--- src/rtl/wb_cache_control.sv ---
// Write-back set-associative cache controller: hit/miss FSM, tree-PLRU replacement, hit/miss counters.
// Latency: a hit gives mem_resp in the CHECK cycle right after the request is sampled; a miss adds WRITEBACK/FILL.
// Backpressure: the CPU holds its request until mem_resp; WRITEBACK/FILL hold their request until pmem_resp.
module wb_cache_control #(
  parameter int WAYS   = 4,
  parameter int SETS   = 16,
  parameter int PERF_W = 16
) (
  input  logic                     clk,
  input  logic                     rst,
  input  logic                     mem_read,
  input  logic                     mem_write,
  input  logic [$clog2(SETS)-1:0]  set_idx,
  input  logic [WAYS-1:0]          hit_vec,
  input  logic [WAYS-1:0]          valid_vec,
  input  logic [WAYS-1:0]          dirty_vec,
  input  logic                     pmem_resp,
  input  logic                     clr_cnt,
  output logic                     mem_resp,
  output logic                     pmem_read,
  output logic                     pmem_write,
  output logic [$clog2(WAYS)-1:0]  way_sel,
  output logic                     load_tag,
  output logic                     load_data,
  output logic                     set_dirty,
  output logic                     clr_dirty,
  output logic                     addr_sel_wb,
  output logic [PERF_W-1:0]        hit_cnt,
  output logic [PERF_W-1:0]        miss_cnt
);
  localparam int WW = $clog2(WAYS);
  localparam int PW = WAYS - 1;

  typedef enum logic [1:0] {IDLE, CHECK, WRITEBACK, FILL} state_t;

  state_t        state_q, state_d;
  logic [WW-1:0] victim_q, victim_d;
  logic [PW-1:0] plru_q [SETS];
  logic          refill_q;

  logic [WAYS-1:0] hit_mask;
  logic            hit;
  logic            inv_any;
  logic [WW-1:0]   hit_way;
  logic [WW-1:0]   inv_way;
  logic [WW-1:0]   plru_way;
  logic [PW-1:0]   plru_upd;
  logic            plru_we;
  logic            count_hit;
  logic            count_miss;

  // Lookup: lowest-index hit, lowest-index invalid way, PLRU victim walk and the PLRU update for the hit way.
  always_comb begin
    logic [PW-1:0] cur;
    int            node;
    logic          b;
    logic          d;
    hit_mask = hit_vec & valid_vec;
    hit      = |hit_mask;
    inv_any  = ~&valid_vec;
    hit_way  = '0;
    inv_way  = '0;
    for (int i = WAYS - 1; i >= 0; i--) begin
      if (hit_mask[i])   hit_way = WW'(i);
      if (!valid_vec[i]) inv_way = WW'(i);
    end
    cur      = plru_q[set_idx];
    // Walk root to leaf: a 0 bit steers to the lower half, a 1 bit to the upper half.
    plru_way = '0;
    node     = 0;
    for (int l = 0; l < WW; l++) begin
      b = 1'b0;
      for (int n = 0; n < PW; n++) if (n == node) b = cur[n];
      plru_way[WW-1-l] = b;
      node = 2 * node + 1 + int'(b);
    end
    // Point every node on the hit way's path at the other subtree.
    plru_upd = cur;
    node     = 0;
    for (int l = 0; l < WW; l++) begin
      d = hit_way[WW-1-l];
      for (int n = 0; n < PW; n++) if (n == node) plru_upd[n] = ~d;
      node = 2 * node + 1 + int'(d);
    end
  end

  // Next state and strobes; way_sel parks on the latched victim outside a CHECK hit.
  always_comb begin
    state_d     = state_q;
    victim_d    = victim_q;
    mem_resp    = 1'b0;
    pmem_read   = 1'b0;
    pmem_write  = 1'b0;
    load_tag    = 1'b0;
    load_data   = 1'b0;
    set_dirty   = 1'b0;
    clr_dirty   = 1'b0;
    addr_sel_wb = 1'b0;
    way_sel     = victim_q;
    plru_we     = 1'b0;
    count_hit   = 1'b0;
    count_miss  = 1'b0;
    case (state_q)
      IDLE: begin
        if (mem_read || mem_write) state_d = CHECK;
      end
      CHECK: begin
        if (hit) begin
          mem_resp  = 1'b1;
          way_sel   = hit_way;
          plru_we   = 1'b1;
          // A simultaneous read+write is served as a write.
          load_data = mem_write;
          set_dirty = mem_write;
          count_hit = !refill_q;
          state_d   = IDLE;
        end else begin
          victim_d   = inv_any ? inv_way : plru_way;
          count_miss = !refill_q;
          state_d    = (valid_vec[victim_d] && dirty_vec[victim_d]) ? WRITEBACK : FILL;
        end
      end
      WRITEBACK: begin
        pmem_write  = 1'b1;
        addr_sel_wb = 1'b1;
        if (pmem_resp) begin
          clr_dirty = 1'b1;
          state_d   = FILL;
        end
      end
      FILL: begin
        pmem_read = 1'b1;
        if (pmem_resp) begin
          load_tag  = 1'b1;
          load_data = 1'b1;
          state_d   = CHECK;
        end
      end
      default: state_d = IDLE;
    endcase
  end

  // State, victim and the "this CHECK follows a FILL" marker that keeps re-checks out of the counters.
  always_ff @(posedge clk or negedge rst) begin
    if (!rst) begin
      state_q  <= IDLE;
      victim_q <= '0;
      refill_q <= 1'b0;
    end else begin
      state_q  <= state_d;
      victim_q <= victim_d;
      refill_q <= (state_q == FILL);
    end
  end

  // Per-set PLRU bits, updated on every CHECK hit.
  always_ff @(posedge clk or negedge rst) begin
    if (!rst) begin
      for (int s = 0; s < SETS; s++) plru_q[s] <= '0;
    end else if (plru_we) begin
      plru_q[set_idx] <= plru_upd;
    end
  end

  // Saturating hit/miss counters; clear wins over an increment in the same cycle.
  always_ff @(posedge clk or negedge rst) begin
    if (!rst) begin
      hit_cnt  <= '0;
      miss_cnt <= '0;
    end else if (clr_cnt) begin
      hit_cnt  <= '0;
      miss_cnt <= '0;
    end else begin
      if (count_hit && (hit_cnt != '1))   hit_cnt  <= hit_cnt + 1'b1;
      if (count_miss && (miss_cnt != '1)) miss_cnt <= miss_cnt + 1'b1;
    end
  end

endmodule

--- config.mk ---
export PLATFORM = sky130hd
export DESIGN_NAME = wb_cache_control
export DESIGN_NICKNAME = d
export VERILOG_FILES = /design/src/rtl/wb_cache_control.sv
export SDC_FILE = /design/constraint.sdc
export NUM_CORES = 1
export LEC_CHECK = 0
export CORE_ASPECT_RATIO = 0.7
export CORE_MARGIN = 5
export CORE_UTILIZATION = 59
export CTS_CLUSTER_SIZE = 24
export DETAILED_ROUTE_END_ITERATION = 8
export GPL_TIMING_DRIVEN = 0
export PLACE_DENSITY = 0.95
export SLEW_MARGIN = 20
export SYNTH_ARGS = -nofsm -noshare
export SYNTH_HDL_FRONTEND = slang
export SYNTH_SLANG_ARGS = --single-unit
--- constraint.sdc ---
create_clock -name clk -period 6.3 [get_ports clk]
set_input_delay 1.26 -clock clk [delete_from_list [all_inputs] [get_ports clk]]
set_output_delay 1.26 -clock clk [all_outputs]
set_load 0.01 [all_outputs]
==> reports/results.tsv <==
metric	value	unit
status	finished, final reports clean	
tightestPinTransition	0.677	ns
route.detailed.drc	0	
cts.repair.resized	0	
ys_dominant_reg_cell	dfrtp_1	
grt_max_degree	52	
final.hold.worst_slack	0.478	ns
flow.area_growth_from_synthesis	22.0	%
arrival	4.08	ns
antenna_cells_inserted	0	
finalWeightedCongestion	0.873	
number_of_enable_flip_flop_cells_after_synthesis	0	
netlist_instances	413	
io_buffers	60	
timing.setup.critical_path_class	primary input to output pin	
antenna_found_initial	0	
synth.area.top_cells	dfrtp_1, nand2_1, mux2_2	
htreeDepth	3	
post_cts_hold_buffer_count	0	
slew-limit-headroom	54.7	%
dp.final_hpwl	7.90	mm
clock_root_buffer	clkbuf_8	
drt-initial-drc-count	309	
most_common_cell_after_layout_fill_and_taps_aside	dfrtp_1	
globalRoute.totalOverflow	0	
drt_pre_antenna_iters	5	
die_h	81.6	um
tritoncts.num_buffers	9	
worst_setup_path_end_kind	output pin	
totalNegativeSetupSlack	0	ns
async_sr_flop_fraction	100	%
power_density	330	nW/um^2
clock.fmax	187	MHz
initial_core_util	59.9	%
final_antenna_net_count	0	
synth.yosys.seq_area_share	49.2	%
cts.repair_timing.setup_buffer_count	0	
synth.ff_latch_count	85	
tritoncts_num_sinks	85	
layout.cells.most_common_list	dfrtp_1, nand2_1, clkdlybuf4s50_1	
cellLeakagePower	2.31	nW
cts.reportedPaths.clkPinSlew	0.08	ns
finalWorstPathRequiredPeriod	5.34	ns
drv_cap	0	
hold_viol	0	
setup_viol	0	
synth_nets	441	
grt_first_pass_wirelength	17.6	mm
wl	10.6	mm
route.vias.total	3597	
post_synth_instance_area	4320	um^2
die_area	9170	um^2
vias_in_the_first_global_route	3527	
nets	513	
number_of_rows_in_the_core_area	26	
max-vdd-ir-drop	198	uV
max_slew_violations	0	
track_usage	24.1	%
cp.required	5.04	ns
cts_max_path_buffers	2	
final.setup_skew	0.00714	ns
holdCritPathClass	flip-flop to flip-flop	
cts_tree	done	
synth_cell_type_count	52	
viasPerCell	6.12	
syn-mean-instance-area	10.5	um^2
synth_top_area_share	49.2	%
period_share	84.7	%
insertion_delay	0.35	ns
avgRoutedWirePerCell	18.1	um
synth_area_leader_cell	dfrtp_1	
drive_gt1_share	10.6	%
die-width	112	um
grt_setup_unrepaired	no	
core_area	7220	um^2
pin_count	64	
crit_path_start_kind	primary input	
crit_fanout	9	
yosys_warnings	0	
[power breakdown]
group | internal, mW | leakage (nW) | switching [mW]
sequential | 0.707 | 1.12 | 0.0943
clock | 0.206 | 0.104 | 0.188
combinational | 0.265 | 1.09 | 0.279
total | 1.18 | 2.31 | 0.562
[cells by family after synthesis]
family | synth area share, %
mux | 11.5
buf+inv | 2.40
fa+ha+maj | 1.74
simple gates | 18.6
compound gates | 10.7
xor+xnor | 5.88
flops | 49.2
[layout make-up]
type / count / area, um^2
multi-input cells: 308 / 2090
flip-flops and latches: 85 / 2130
repair buffers: 61 / 626
inverters: 7 / 26.3
clock inverters: 3 / 43.8
well taps: 98 / 123
fillers: 477 / 1950
clock buffers: 13 / 159
plain buffers: 13 / 77.6
[through the flow]
stage	instances	area (um^2)	utilization [%]	setup WS (ns)	power [mW]
floorplan	413	4320	-	2.32	1.14
global placement	571	5050	69.9	1.11	1.29
detailed placement	572	5070	70.2	1.12	1.34
CTS	588	5270	73.0	1.06	1.73
global route	588	5270	73.0	0.901	1.84
finish	588	5270	73.0	0.961	1.74
[metal layers]
layer  vias up  global-route usage [%]  part of all wire, %
li1       1616                       -                    -
met1      1747                    31.8                   41
met2       213                    40.2                   48
met3        21                    6.63                  9.3
met4         0                    6.12                  1.6
met5         -                       0                    0
[registers in the layout, summed over array words and instances, names as in the netlist]
register  count
hit_cnt      16
state_q       2
refill_q      1
miss_cnt     16
plru_q       48
victim_q      2
[worst max-delay path: stages]
cell	delay, ns
clkdlybuf4s50_1	0.55
a22o_1	0.33
o21ai_0	0.45
clkinv_1	0.44
and2_1	0.30
or2_2	0.27
clkdlybuf4s50_1	0.48
[cell usage after synthesis (all sizes together), types with 2 or more instances]
library cell / count
dfrtp: 85
nand2: 59
nor2: 43
o21ai: 37
nand3: 21
mux2: 18
xor2: 18
xnor2: 11
mux4: 10
and2: 9
buf: 8
nand4: 8
nor3: 7
a21oi: 6
ha: 6
inv: 6
clkbuf: 5
mux2i: 5
or3: 5
a22o: 4
and3: 4
and4: 4
a22oi: 3
a32o: 3
nor2b: 3
a221oi: 2
a311oi: 2
nor4b: 2
o211a: 2
[final timing paths]
check / startpoint / endpoint / slack, ns / cells after the start
setup / recovery: valid_vec[1] / load_data / 0.96 / 7
hold / removal: plru_q[36] / plru_q[36] / 0.48 / 2
setup reg to reg: state_q[1] / hit_cnt[8] / 3.82 / 8
hold reg to reg: plru_q[36] / plru_q[36] / 0.48 / 2
max in group asynchronous: rst / hit_cnt[15] / 4.84 / 2
min in group asynchronous: rst / miss_cnt[6] / 0.86 / 1
Note: power is estimated with default switching activity, not from simulation.
